## src/rtl/muldiv_seq.sv

```systemverilog
// Sequential multiply/divide unit with HI/LO result registers.
// Radix-2 shift-add multiply and restoring divide on operand magnitudes, one step per cycle.
module muldiv_seq #(
  parameter int WIDTH = 32
) (
  input  logic             clk,
  input  logic             rst,
  input  logic             start,
  input  logic [2:0]       op,
  input  logic [WIDTH-1:0] a,
  input  logic [WIDTH-1:0] b,
  input  logic             cancel,
  output logic             busy,
  output logic             done,
  output logic [WIDTH-1:0] hi,
  output logic [WIDTH-1:0] lo
);

  localparam int            CW   = $clog2(WIDTH) + 1;
  localparam logic [CW-1:0] LAST = CW'(WIDTH - 1);

  typedef enum logic [1:0] {IDLE, RUN, FIX} state_t;

  state_t           r_state;
  logic [CW-1:0]    r_cnt;
  logic             r_is_div;
  logic             r_neg_q;
  logic             r_neg_r;
  logic             r_div0;
  logic             r_done;
  logic [WIDTH-1:0] r_opb;
  logic [WIDTH-1:0] r_acc;
  logic [WIDTH-1:0] r_q;
  logic [WIDTH-1:0] r_hi;
  logic [WIDTH-1:0] r_lo;

  logic             w_neg_a;
  logic             w_neg_b;
  logic [WIDTH-1:0] w_mag_a;
  logic [WIDTH-1:0] w_mag_b;
  logic [WIDTH:0]   w_sum;
  logic [WIDTH:0]   w_shift;
  logic [WIDTH-1:0] w_diff;
  logic             w_ge;
  logic [WIDTH-1:0] w_acc_nxt;
  logic [WIDTH-1:0] w_q_nxt;
  logic [2*WIDTH-1:0] w_prod;
  logic [WIDTH-1:0] w_res_hi;
  logic [WIDTH-1:0] w_res_lo;

  // NOTE: every signal written here gets a default first, so no latch can be inferred.
  always_comb begin
    w_neg_a = op[0] & a[WIDTH-1];
    w_neg_b = op[0] & b[WIDTH-1];
    w_mag_a = w_neg_a ? -a : a;
    w_mag_b = w_neg_b ? -b : b;

    // Multiply: r_acc:r_q is the partial product, r_q shifts out multiplier bits.
    w_sum   = {1'b0, r_acc} + (r_q[0] ? {1'b0, r_opb} : '0);
    // Divide: r_acc is the partial remainder, r_q shifts dividend out and quotient in.
    w_shift = {r_acc, r_q[WIDTH-1]};
    w_diff  = w_shift[WIDTH-1:0] - r_opb;
    w_ge    = (w_shift >= {1'b0, r_opb});

    if (r_is_div) begin
      w_acc_nxt = w_ge ? w_diff : w_shift[WIDTH-1:0];
      w_q_nxt   = {r_q[WIDTH-2:0], w_ge};
    end else begin
      w_acc_nxt = w_sum[WIDTH:1];
      w_q_nxt   = {w_sum[0], r_q[WIDTH-1:1]};
    end

    w_prod   = r_neg_q ? -{r_acc, r_q} : {r_acc, r_q};
    w_res_hi = w_prod[2*WIDTH-1:WIDTH];
    w_res_lo = w_prod[WIDTH-1:0];
    if (r_is_div) begin
      // With a zero divisor the remainder ends up as |a|; re-signing it restores a.
      w_res_hi = r_neg_r ? -r_acc : r_acc;
      w_res_lo = r_div0 ? '1 : (r_neg_q ? -r_q : r_q);
    end
  end

  // NOTE: sequential state uses non-blocking assignments only, and every register,
  // datapath included, is cleared by the asynchronous reset.
  always_ff @(posedge clk or negedge rst) begin
    if (!rst) begin
      r_state  <= IDLE;
      r_cnt    <= '0;
      r_is_div <= 1'b0;
      r_neg_q  <= 1'b0;
      r_neg_r  <= 1'b0;
      r_div0   <= 1'b0;
      r_done   <= 1'b0;
      r_opb    <= '0;
      r_acc    <= '0;
      r_q      <= '0;
      r_hi     <= '0;
      r_lo     <= '0;
    end else begin
      r_done <= 1'b0;
      case (r_state)
        IDLE: begin
          if (start) begin
            case (op)
              3'b000, 3'b001, 3'b010, 3'b011: begin
                r_state  <= RUN;
                r_cnt    <= '0;
                r_is_div <= op[1];
                r_neg_q  <= w_neg_a ^ w_neg_b;
                r_neg_r  <= w_neg_a;
                r_div0   <= op[1] && (b == '0);
                r_opb    <= w_mag_b;
                r_acc    <= '0;
                r_q      <= w_mag_a;
              end
              3'b100:  r_hi <= a;
              3'b101:  r_lo <= a;
              default: ;
            endcase
          end
        end
        RUN: begin
          if (cancel) begin
            r_state <= IDLE;
          end else begin
            r_acc <= w_acc_nxt;
            r_q   <= w_q_nxt;
            r_cnt <= r_cnt + CW'(1);
            if (r_cnt == LAST) r_state <= FIX;
          end
        end
        FIX: begin
          r_state <= IDLE;
          if (!cancel) begin
            r_hi   <= w_res_hi;
            r_lo   <= w_res_lo;
            r_done <= 1'b1;
          end
        end
        default: r_state <= IDLE;
      endcase
    end
  end

  assign busy = (r_state != IDLE);
  assign done = r_done;
  assign hi   = r_hi;
  assign lo   = r_lo;

endmodule
```

## config.mk

```make
export PLATFORM = sky130hd
export DESIGN_NAME = muldiv_seq
export DESIGN_NICKNAME = d
export VERILOG_FILES = /design/src/rtl/muldiv_seq.sv
export SDC_FILE = /design/constraint.sdc
export NUM_CORES = 1
export LEC_CHECK = 0
export CAP_MARGIN = 20
export CORE_MARGIN = 5
export CORE_UTILIZATION = 40
export DETAILED_ROUTE_END_ITERATION = 10
export HOLD_SLACK_MARGIN = 0.02
export PLACE_DENSITY_LB_ADDON = 0.25
export REMOVE_ABC_BUFFERS = 1
export SYNTH_ARGS = -nofsm -noshare
export SYNTH_HDL_FRONTEND = slang
export SYNTH_SLANG_ARGS = --single-unit
```

## constraint.sdc

```tcl
create_clock -name clk -period 4.8 [get_ports clk]
set_clock_uncertainty 0.1 [all_clocks]
set_input_delay 0.96 -clock clk [delete_from_list [all_inputs] [get_ports clk]]
set_output_delay 0.96 -clock clk [all_outputs]
set_load 0.005 [all_outputs]
```

==> flow_summary.yaml <==
floorplanning:
  rows: 70
  die_w_microns: 202
  core_sq_um: 36400
  die_h_microns: 202
  start_util: 0.404
  die-area_sq_um: 40700
  io_pins: 137
synth:
  synth-seq-cells: 173
  syn_area_sq_um: 14700
  ys_seq_area_frac: 0.294
  yosys_most_used_dff: "dfrtp_1"
  yosys_warnings: 0
  synth_edf_count: 0
  synth.distinct_cells: 80
  async_flop_share: 1.00
  syn_inst: 1909
  avgSynthCellArea_sq_um: 7.71
clocking:
  insertion_delay_ns: 0.46
  ctsLongestPathBuffers: 2
  cts_root_buf: "clkbuf_16"
  htree_num_levels: 4
  cts_buffers: 17
  cts_tree: "yes"
  ctsHoldBuffers: 0
  clock_sinks: 173
  clk_pin_slew_ns: 0.07
  postCtsSetupRepairBufs: 0
  cts_resized: 0
routing:
  ant_nets: 0
  first_pass_iters: 7
  post-route-drc-count: 0
  post_drt_via_cell_ratio: 5.87
  first_iter_violations: 1140
  wl_per_cell_microns: 19.7
  vias: 14500
  routed_wl_microns: 48600
power:
  p_leak_uw: 0.00735
  intPower_uw: 4950
  irDropWorstVdd_mv: 0.263
  power_density_nw_per_um2: 555
  comb_power_share: 0.592
  pwr-share-clk: 0.141
  p_sw_frac: 0.478
  seq_power_share: 0.268
  switchingPower_uw: 4530
sta:
  max_slew_margin: 0.283
  finalCritPeriodShare: 0.802
  hold_viol_final: 0
  hold-worst-slack_ns: 0.377
  fin_crit_ns: 3.85
  finalSetupViolCount: 0
  tightest_slew_ns: 1.07
  drv_slew: 0
  rsz0062_at_grt: "false"
  max_freq_mhz: 260
  setup_tns_ns: 0
placed_design:
  gp_congestion: 0.997
  portBuffers: 136
  hpwl_microns: 37000
  dp_cells: 2435
critical_path:
  start_kind: "register"
  critPathArrivalTime_ns: 4.07
  path_class: "reg2reg"
  rr_startpoint: "r_acc[1]"
  critPathMaxFanout: 8
  cp.required_ns: 5.02
  cp-end-kind: "register"
  startpoint: "r_acc[1]"
finish:
  final_common_cell: "nand2_1"
  layout_common_cells: "nand2_1 (284), o21ai_0 (236), dfrtp_1 (172)"
  drive_gt1_frac: 0.0485
  layoutNonFillerInstCount: 2466
  utilization: 0.469
  fin_nets: 2128
  fill_cells: 3607
  num_antenna_cells: 0
  area_growth_pct: 16.1
grt:
  grt_pass1_vias: 14000
  gr-usage-all-layers: 0.233
  antenna_found_initial: 0
  grt_max_degree: 103
  grt_overflow: 0
  grt_pass1_wl_microns: 77500
status:
  status: "finished, final reports clean"
job:
  max-cap-violations: 0
hold_path:
  hold_path_class: "reg2reg"
  worstHoldStart: "r_opb[19]"
-- critical path: stages, from the launching register on --
cell,delay [ns]
dfrtp_1,0.49
ha_1,0.40
o21ai_0,0.19
a21oi_1,0.10
o41ai_1,0.61
o21ai_1,0.12
buf_4,0.19
a2111oi_0,0.46
a211oi_1,0.18
o311a_1,0.45
a2111oi_0,0.42
-- path summary, 6_finish.rpt --
path / to / slack, ns / depth (start not counted)
setup / recovery: r_acc[27] / 0.95 / 10
hold / removal: r_opb[19] / 0.38 / 2
setup reg to reg: r_acc[27] / 0.95 / 10
hold reg to reg: r_opb[19] / 0.38 / 2
max in group asynchronous: r_opb[25] / 3.19 / 2
min in group asynchronous: lo[6] / 0.48 / 1
-- sequential cells by signal, summed over array words and instances (netlist names), 2 cells and up --
name,cells
r_cnt,6
lo,32
r_acc,32
r_q,32
r_opb,32
r_state,2
hi,32
-- Yosys cell counts, types with 5 or more instances --
cell type	count	area share
a211o_1	5	0.0030
a211oi_1	24	0.012
a21boi_0	5	0.0026
a21o_1	38	0.019
a21oi_1	117	0.040
a221o_1	5	0.0034
a22oi_1	13	0.0066
a31o_2	5	0.0030
a31oi_1	17	0.0072
a32oi_1	6	0.0036
and2_1	9	0.0038
and3_1	15	0.0064
and3b_1	5	0.0030
and4_1	5	0.0030
buf_1	5	0.0013
clkbuf_1	95	0.024
dfrtp_1	173	0.29
ha_1	69	0.059
inv_1	65	0.017
mux2i_1	53	0.036
nand2_1	284	0.072
nand2b_1	20	0.0085
nand3_1	39	0.013
nand3b_1	6	0.0031
nand4_1	13	0.0055
nor2_1	149	0.038
nor2b_1	6	0.0026
nor3_1	33	0.011
nor4_1	21	0.0089
o211ai_1	19	0.0097
o21a_1	8	0.0041
o21ai_0	237	0.081
o21ai_1	6	0.0020
o21bai_1	5	0.0026
o22ai_1	24	0.010
o31ai_1	25	0.013
o41ai_1	8	0.0048
or2_2	10	0.0043
or3_1	22	0.0094
or4_1	6	0.0031
xnor2_1	94	0.056
xor2_1	72	0.043
-- logic make-up after synthesis --
group	share of synthesized area
AO/OA/AOI/OAI	0.252
XOR/XNOR	0.0988
adder cells (fa/ha/maj)	0.0614
buffers and inverters	0.0487
flip-flops	0.294
multiplexers	0.0368
AND/OR/NAND/NOR	0.208
-- final cells by class --
class	count	area [sq um]	share of cell area
clock buffers	19	453	0.0265
flip-flops and latches	173	4330	0.254
multi-input cells	1558	9710	0.568
well taps	468	586	0.0343
repair buffers	169	1660	0.0972
inverters	67	251	0.0147
clock inverters	12	90.1	0.00527
-- per-layer routing --
metal / wire (microns) / vias to the layer above / GRT usage
li1: - / 7007 / -
met1: 22000 / 6945 / 0.316
met2: 22900 / 462 / 0.394
met3: 2450 / 64 / 0.0258
met4: 1200 / 0 / 0.0706
met5: 0 / - / 0
-- stage by stage --
| stage | power [uW] | instance area [sq um] | setup WS [ns] |
|---|---|---|---|
| after floorplan | 6190 | 14200 | 0.194 |
| after global placement | 7980 | 16500 | 0.614 |
| after detailed placement | 8070 | 16500 | 0.553 |
| after CTS | 9420 | 17100 | 0.916 |
| after global routing | 10200 | 17100 | 0.647 |
| final | 9470 | 17100 | 0.950 |
-- power groups by stage --
stage	sequential [uW]	clock, uW	combinational, uW
floorplan	2350	0	3840
CTS	2520	1350	5550
global placement	2530	0	5450
finish	2540	1330	5600
global route	2600	1410	6170
detailed placement	2540	0	5530
Note: power is estimated with default switching activity, not from simulation.
